==> config.mk <==
export PLATFORM = sky130hd
export DESIGN_NAME = ext_pipe
export DESIGN_NICKNAME = d
export VERILOG_FILES = /design/src/rtl/ext_pipe_pkg.sv /design/src/rtl/ext_pipe_core.sv /design/src/rtl/ext_pipe.sv
export SDC_FILE = /design/constraint.sdc
export NUM_CORES = 1
export LEC_CHECK = 0
export BUFFER_PORTS_ARGS = -buffer_cell sky130_fd_sc_hd__buf_2
export CELL_PAD_IN_SITES_DETAIL_PLACEMENT = 0
export CELL_PAD_IN_SITES_GLOBAL_PLACEMENT = 1
export CORE_AREA = 2 2 144 146
export DETAILED_ROUTE_END_ITERATION = 8
export DIE_AREA = 0 0 146 148
export PLACE_DENSITY_LB_ADDON = 0.05
export SYNTH_ARGS = -nofsm -noshare
export SYNTH_HDL_FRONTEND = slang
export SYNTH_SLANG_ARGS = --single-unit
==> constraint.sdc <==
create_clock -name clk -period 2.5 [get_ports clk]
set_clock_uncertainty 0.1 [all_clocks]
set_input_delay 0.125 -clock clk [delete_from_list [all_inputs] [get_ports clk]]
set_output_delay 0.125 -clock clk [all_outputs]
set_load 0.005 [all_outputs]
==> src/rtl/ext_pipe_pkg.sv <==
// Shared mode encodings for the immediate / load-data extender.
`timescale 1ns/1ps
package ext_pipe_pkg;

  // Width of the extension mode field.
  localparam int EXT_MODE_W = 3;

  // Extension modes. Values 0..2 match the older 2-bit encoding, so existing
  // decoders that only produce zero/sign/high remain compatible.
  typedef enum logic [EXT_MODE_W-1:0] {
    ext_zero   = 3'd0,
    ext_sign   = 3'd1,
    ext_high   = 3'd2,
    ext_branch = 3'd3,
    ext_lb     = 3'd4,
    ext_lbu    = 3'd5,
    ext_lh     = 3'd6,
    ext_lhu    = 3'd7
  } ext_op_e;

  // Legacy 2-bit encodings used by older decoders.
  localparam logic [1:0] EXT2_ZERO = 2'd0;
  localparam logic [1:0] EXT2_SIGN = 2'd1;
  localparam logic [1:0] EXT2_HIGH = 2'd2;

endpackage

==> src/rtl/ext_pipe_core.sv <==
// Purely combinational extender: mode x data x offset -> result, err.
`timescale 1ns/1ps
module ext_core
  import ext_pipe_pkg::*;
#(
  parameter int IN_W  = 16,
  parameter int OUT_W = 32,
  localparam int OFF_W = $clog2(OUT_W/8)
) (
  input  logic [EXT_MODE_W-1:0] op,
  input  logic [OUT_W-1:0]      data,
  input  logic [OFF_W-1:0]      off,
  output logic [OUT_W-1:0]      result,
  output logic                  err
);

  logic [IN_W-1:0]  imm;
  logic [OUT_W-1:0] imm_sext;
  logic [OUT_W-1:0] lane;
  logic [7:0]       byte_v;
  logic [15:0]      half_v;
  ext_op_e          mode;

  assign mode     = ext_op_e'(op);
  assign imm      = data[IN_W-1:0];
  assign imm_sext = {{(OUT_W-IN_W){imm[IN_W-1]}}, imm};
  // Shift the load word so the addressed byte lane lands at bit 0.
  assign lane     = data >> {off, 3'b000};
  assign byte_v   = lane[7:0];
  assign half_v   = lane[15:0];

  // Select the extended value for the requested mode.
  always_comb begin
    // NOTE: every output gets a default first so no path leaves it unassigned,
    // which would otherwise infer a latch.
    result = '0;
    err    = 1'b0;
    unique case (mode)
      ext_zero:   result = {{(OUT_W-IN_W){1'b0}}, imm};
      ext_sign:   result = imm_sext;
      ext_high:   result = {imm, {(OUT_W-IN_W){1'b0}}};
      ext_branch: result = imm_sext << 2;
      ext_lb:     result = {{(OUT_W-8){byte_v[7]}}, byte_v};
      ext_lbu:    result = {{(OUT_W-8){1'b0}}, byte_v};
      ext_lh, ext_lhu: begin
        if (off[0]) begin
          // Odd byte offset cannot address a halfword: flag it, return zero.
          err = 1'b1;
        end else if (mode == ext_lh) begin
          result = {{(OUT_W-16){half_v[15]}}, half_v};
        end else begin
          result = {{(OUT_W-16){1'b0}}, half_v};
        end
      end
      default:    result = '0;
    endcase
  end

endmodule

==> src/rtl/ext_pipe.sv <==
// Registered extender: ext_core behind a valid/ready handshake with a 2-entry
// output FIFO, synchronous flush and a saturating misalignment counter.
`timescale 1ns/1ps
module ext_pipe
  import ext_pipe_pkg::*;
#(
  parameter int IN_W     = 16,
  parameter int OUT_W    = 32,
  parameter int TAG_W    = 5,
  parameter int ERRCNT_W = 8,
  localparam int OFF_W   = $clog2(OUT_W/8)
) (
  input  logic                  clk,
  input  logic                  reset,
  input  logic                  flush,
  input  logic                  in_valid,
  output logic                  in_ready,
  input  logic [EXT_MODE_W-1:0] in_op,
  input  logic [OUT_W-1:0]      in_data,
  input  logic [OFF_W-1:0]      in_off,
  input  logic [TAG_W-1:0]      in_tag,
  output logic                  out_valid,
  input  logic                  out_ready,
  output logic [OUT_W-1:0]      out_result,
  output logic [TAG_W-1:0]      out_tag,
  output logic                  out_err,
  output logic [ERRCNT_W-1:0]   err_cnt
);

  logic [OUT_W-1:0]    core_result;
  logic                core_err;

  // Slot 0 is always the head; slot 1 only holds data when count is 2.
  logic [OUT_W-1:0]    res_q [2];
  logic [OUT_W-1:0]    res_d [2];
  logic [TAG_W-1:0]    tag_q [2];
  logic [TAG_W-1:0]    tag_d [2];
  logic                err_q [2];
  logic                err_d [2];
  logic [1:0]          count_q, count_d;
  logic [ERRCNT_W-1:0] err_cnt_q, err_cnt_d;

  logic                push;
  logic                pop;

  ext_core #(
    .IN_W  (IN_W),
    .OUT_W (OUT_W)
  ) u_core (
    .op     (in_op),
    .data   (in_data),
    .off    (in_off),
    .result (core_result),
    .err    (core_err)
  );

  // Ready comes from registered occupancy and flush only, never from out_ready.
  assign in_ready   = reset && (count_q != 2'd2) && !flush;
  assign out_valid  = (count_q != 2'd0);
  assign push       = in_valid && in_ready;
  assign pop        = out_valid && out_ready;

  assign out_result = res_q[0];
  assign out_tag    = tag_q[0];
  assign out_err    = err_q[0];
  assign err_cnt    = err_cnt_q;

  // Next-state for the FIFO slots, occupancy and error counter.
  always_comb begin
    res_d     = res_q;
    tag_d     = tag_q;
    err_d     = err_q;
    count_d   = count_q;
    err_cnt_d = err_cnt_q;

    if (flush) begin
      count_d = 2'd0;
    end else begin
      unique case (count_q)
        2'd0: begin
          if (push) begin
            res_d[0] = core_result;
            tag_d[0] = in_tag;
            err_d[0] = core_err;
            count_d  = 2'd1;
          end
        end
        2'd1: begin
          if (push && pop) begin
            // Head leaves as the new entry arrives: new entry becomes head.
            res_d[0] = core_result;
            tag_d[0] = in_tag;
            err_d[0] = core_err;
          end else if (push) begin
            res_d[1] = core_result;
            tag_d[1] = in_tag;
            err_d[1] = core_err;
            count_d  = 2'd2;
          end else if (pop) begin
            count_d  = 2'd0;
          end
        end
        2'd2: begin
          // Full: no push possible, a pop advances slot 1 into the head.
          if (pop) begin
            res_d[0] = res_q[1];
            tag_d[0] = tag_q[1];
            err_d[0] = err_q[1];
            count_d  = 2'd1;
          end
        end
        default: count_d = 2'd0;
      endcase
    end

    // push already excludes flush cycles, so dropped entries are never counted.
    if (push && core_err && (err_cnt_q != '1)) begin
      err_cnt_d = err_cnt_q + ERRCNT_W'(1);
    end
  end

  // State registers with asynchronous active-low reset.
  always_ff @(posedge clk or negedge reset) begin
    if (!reset) begin
      // NOTE: the payload slots are reset too, because the head slot drives
      // out_result/out_tag/out_err directly and those must read zero in reset.
      for (int i = 0; i < 2; i++) begin
        res_q[i] <= '0;
        tag_q[i] <= '0;
        err_q[i] <= 1'b0;
      end
      count_q   <= 2'd0;
      err_cnt_q <= '0;
    end else begin
      // NOTE: non-blocking assignments so every flop samples pre-edge values.
      res_q     <= res_d;
      tag_q     <= tag_d;
      err_q     <= err_d;
      count_q   <= count_d;
      err_cnt_q <= err_cnt_d;
    end
  end

endmodule

After elaboration in Yosys (flattened, before gate mapping)
Index checks and enable logic that the tools add are counted.

word-level totals
  flip-flop bits (word level) = 86
  latch bits = 0
  RAM bits = 0
  ROM bits = 0
  output and inout bits = 48
  word-level logic and storage cells = 70
  memories = 0

cells by class
  add/subtract/negate cells = 1
  $mul = 0
  divide/modulo/power cells = 0
  $lt $le $gt $ge = 0
  equality and inequality tests = 18
  shift operators = 1
  multiplexer cells = 24
  bitwise operators = 2
  reduce and logical (&&, ||, !) cells = 16

operators with widths
  kind                                            count
  one-hot mux 32 bit (7 select lines)             1
  two-way mux 32 bit                              5
  one-hot mux 32 bit (3 select lines)             1
  right shift 32 x 5 -> 16 bit                    1
  two-way mux 5 bit                               3
  one-hot mux 5 bit (3 select lines)              1
  == test 3 bit (second input constant)           4
  two-way mux 2 bit                               6
  != test 3 bit (second input constant)           3
  adder 8 x 1 -> 8 bit (second input constant)    1
  != test 2 bit (second input constant)           4
  != test 8 bit (second input constant)           1
  AND reduction 4 bit                             2
  logical AND 1 bit                               7
  == test 3 x 2 -> 1 bit (second input constant)  2
  one-hot mux 2 bit (3 select lines)              1
  two-way mux 1 bit                               5
  AND reduction 5 bit                             1
  != test 4 bit (second input constant)           1
  == test 3 x 1 -> 1 bit (second input constant)  1
  zero test 3 bit                                 1
  one-hot mux 1 bit (3 select lines)              1
  nonzero test 3 bit                              1
  == test 2 x 1 -> 1 bit (second input constant)  1
  other kinds (6)                                 7

Longest topological paths before layout
  word-level depth = 8
  depth in mapped cells = 7
  depth with buffers taken out = 5

Cells and area by module
Synthesis repeated with hierarchy kept, for this count alone.

unflattened totals
  cells, all modules = 468
  area, all modules = 4832.1 um^2

by module, submodules not included
  module    instances  cells an instance  area an instance (um^2)  sequential area each (um^2)
  ext_pipe  1          343                4026.4                   2152.1
  ext_core  1          125                805.8                    0.0

Worst setup path after synthesis
Ideal clock, no wire load.

  kind = reg-to-reg
  start point = reg count_q[1]
  end point = reg res_q, in the netlist out_result[23]
  arrival time = 1556 ps
  data required time = 2313 ps
  setup slack = 757 ps
  stages on the path, launching flop included = 7
  buffers on the path = 2
  clock period less this slack = 1743 ps
  cells stage by stage = dfrtp_1 -> nand4bb_1 -> a211o_1 -> buf_2 -> a31o_1 -> buf_6 -> o211ai_1

between the ends
  cells in the longest elaborated chain, start to end = 7
  elaborated cells on any way between the ends = 16
  those cells by class = eq/ne: 6; mux: 1; reduce/logical: 9

RTL lines
  what                            line             source
  from (decl)                     ext_pipe.sv:40   logic [1:0] count_q, count_d;
  from (signal assigned)          ext_pipe.sv:139  count_q <= count_d;
  != test 2 bit                   ext_pipe.sv:58   assign in_ready = reset && (count_q != 2'd2) && !flush;
  logical AND 1 bit (2 in a row)  ext_pipe.sv:58
  logical AND 1 bit               ext_pipe.sv:60   assign push = in_valid && in_ready;
  logical AND 1 bit               ext_pipe.sv:89   if (push && pop) begin
  != test 2 bit (no line)         -
  AND reduction 5 bit (no line)   -
  to (signal assigned)            ext_pipe.sv:136  res_q <= res_d;
  to (decl)                       ext_pipe.sv:34   logic [OUT_W-1:0] res_q [2];

Parallel ways exist; a longest one is shown, timed or not.
A chain may end at the register's enable or synchronous reset.

Final worst setup path
  start point = in reset
  end point = out in_ready

between the ends
  cells in the longest elaborated chain, start to end = 2

RTL lines
  what                            line            source
  from (decl)                     ext_pipe.sv:14  input logic reset,
  logical AND 1 bit (2 in a row)  ext_pipe.sv:58
  to (decl)                       ext_pipe.sv:17  output logic in_ready,

Every way passes these cells.

==> results.yml <==
status:
  status: "complete, no violations"
logic_synthesis:
  synth-warning-count: 0
  seq_area_frac_synth_pct: 43.70
  syn_inst: 532
  synth_fp_nets: 580
  ys_types: 55
  async_flop_share_pct: 100.0
  syn_area_per_cell_sq_um: 9.257
  ys.flop_type: "dfrtp_1"
  yosys_register_bits: 86
  netlist_area_sq_um: 4925
  synth_edf_count: 0
sta:
  max_clock_freq_mhz: 514.2
  setup_viol: 0
  rsz0062_at_grt: "no"
  hold_violations: 0
  post-route-min-period_ps: 1945
  worst_pin_slew_ps: 689.0
  finalCritPeriodShare_pct: 77.78
  setup_tns_ps: 0
  slew_headroom_pct: 54.07
  maxSlewViolCount: 0
clocking:
  clk_pin_slew_ps: 60
  cts-htree-levels: 3
  insertion_delay_ps: 340
  cts_max_path_buffers: 2
  ctsResizeCount: 0
  cts-root-buf: "clkbuf_16"
  cts_buffers: 9
  cts_tree: "yes"
  clock_sinks: 86
setup_path:
  startpoint: "reset"
  worstPathCellList: "dlygate4sd3_1, buf_4, buf_4, and3_1, buf_2"
  crit_arrival_ps: 1720
  crit_slowest_cell: "dlygate4sd3_1"
  critical-path-max-stage-delay_ps: 590
  crit_path_frequent_cell: "buf_4"
  endpoint_kind: "output port"
  required_ps: 2280
  cp-start-kind: "input pin"
  cp_max_fo: 38
  path_buf_inv: 4
  critPathKind: "in -> out"
  r2r-start: "count_q[0]"
  crit_family: "buffers and inverters"
route:
  num_vias: 4165
  dr.pass1.iters: 4
  drtAntennaViolNets: 0
  wirelength_microns: 16400
  vias_per_cell: 4.849
  drtIter0Drc: 223
  route.detailed.drc: 0
  wl_per_cell_microns: 19.09
layout:
  fin_nets: 632
  drive_gt1_share_pct: 25.34
  finish.utilization_pct: 28.94
  regArea_sq_um: 2152
  final_cell_mix: "buf_2 (93), dfrtp_1 (86), nand2_1 (78), o21ai_0 (45), nor2_1 (38)"
  syn_to_final_growth_pct: 17.76
  layout_commonest_cell: "buf_2"
  multi_input_area_sq_um: 2296
  nFillCells: 2216
die:
  die_height_microns: 148
  ios: 95
  die_area_sq_um: 21610
  coreArea_sq_um: 20040
  die_w_microns: 146
  start_util_pct: 24.58
  rows: 52
placed_design:
  gp_congestion: 0.7729
  post-dp-hpwl_microns: 11160
  numPortBuffers: 94
global_routing:
  grt_pass1_wl_microns: 25420
  antenna_found_initial: 2
  grt_overflow: 0
  grt_pass1_vias: 4147
  grt_max_degree: 51
  grt_use_total_pct: 15.44
min_path:
  hp-start: "in_data[8]"
  min_path_type: "in -> reg"
power_and_ir_drop:
  peakVddDrop_mv: 0.3075
  leakage_nw: 2.535
  power.density_nw_per_um2: 704.2
job:
  cap_violations: 0
-- layout make-up --
class / instances / share of cell area, %
clock buffer: 10 / 4.121
antenna: 1 / 0.04315
clock inverter: 5 / 1.402
inverter: 2 / 0.1294
sequential: 86 / 37.11
timing repair buffer: 119 / 11.78
tap: 270 / 5.825
multi-input combinational: 366 / 39.59
-- state kept, by name, summed over array words and instances (netlist names) --
name        count
count_q         2
err_cnt         8
err_q           1
out_err         1
out_result     32
out_tag         5
res_q          32
tag_q           5
-- per-stage QoR --
step | total power [mW] | cell area, sq um | setup slack [ps] | std cells | hold slack (ps)
final | 4.084 | 5799 | 555.4 | 859 | 20.39
after global routing | 4.354 | 5797 | 435.1 | 858 | 23.21
after CTS | 4.169 | 5797 | 498.4 | 858 | 6.534
after detailed placement | 2.645 | 5386 | 497.0 | 834 | 216.7
after global placement | 2.633 | 5386 | 482.0 | 834 | 219.8
after floorplan | 2.418 | 4925 | 757.1 | 532 | -270.6
-- per-layer routing --
layer	share of wire (%)	track usage [%]	vias to the layer above	routed length, microns
li1	-	-	1995	-
met1	52	23.07	2082	8561
met2	44	23.07	77	7171
met3	3.2	2.901	9	522
met4	0.81	3.495	2	133
met5	0.067	0	-	11
-- worst min-delay path: cells and delay by family --
family,cells,cell delay [ps]
AO/OA/AOI/OAI,1,80
AND/OR/NAND/NOR,1,80
buffers and inverters,1,130
-- power breakdown --
group	leakage (nW)	internal, mW	switching, mW	total [mW]
logic	1.27	0.362	0.425	0.787
clock network	0.155	0.900	0.580	1.48
registers	1.11	1.66	0.153	1.82
-- what timing repair did --
action | 4_1_cts | 5_1_grt
hold buffers | 9 | 0
hold endpoints to repair | 98 | 0
setup buffers | 0 | 0
-- synthesized netlist by cell type, types with 3 or more instances --
cell type  instances  share of area, %
nand3b_1           6              0.91
and3b_1            3              0.53
buf_6              3              0.69
nand3_1           13               1.3
clkbuf_1          20               1.5
o22ai_1            6              0.76
nor2b_1           11               1.4
nand4b_1           7               1.2
o21ai_1            3              0.30
a21oi_1           12               1.2
o21ai_0           45               4.6
buf_2             10               1.0
and3_1             6              0.76
a2111oi_2          7               2.1
a32o_1             4              0.81
dfrtp_1           86                44
nand2b_1           7              0.89
nor2_1            38               2.9
nand4_1            3              0.38
buf_1              6              0.46
buf_4             38               5.8
mux2i_1           12               2.4
mux2_2             5               1.1
nand2_1           78               5.9
a22oi_1           15               2.3
a31oi_1           20               2.5
o211ai_1          17               2.6
nor3_1             6              0.61
xnor2_1            7               1.2
-- final timing paths --
| kind | to | slack (ps) | cells after the start |
|---|---|---|---|
| max | in_ready | 560 | 5 |
| min | res_q[24] | 20 | 3 |
| max reg2reg | out_result[22] | 570 | 5 |
| min reg2reg | res_q[6] | 370 | 2 |
| max in group asynchronous | res_q[10] | 1310 | 3 |
| min in group asynchronous | count_q[1] | 450 | 3 |
-- cells by family after synthesis --
logic type / Yosys count / share of synthesized area, %
xor gates and xnor gates: 7 / 1.245
and+or+nand+nor: 192 / 19.77
AOI/OAI and AO/OA: 147 / 20.81
adders and majority gates: 1 / 0.2540
buffers and inverters: 80 / 9.730
DFF: 86 / 43.70
muxes: 19 / 4.497
(Power assumes the default switching activity.)
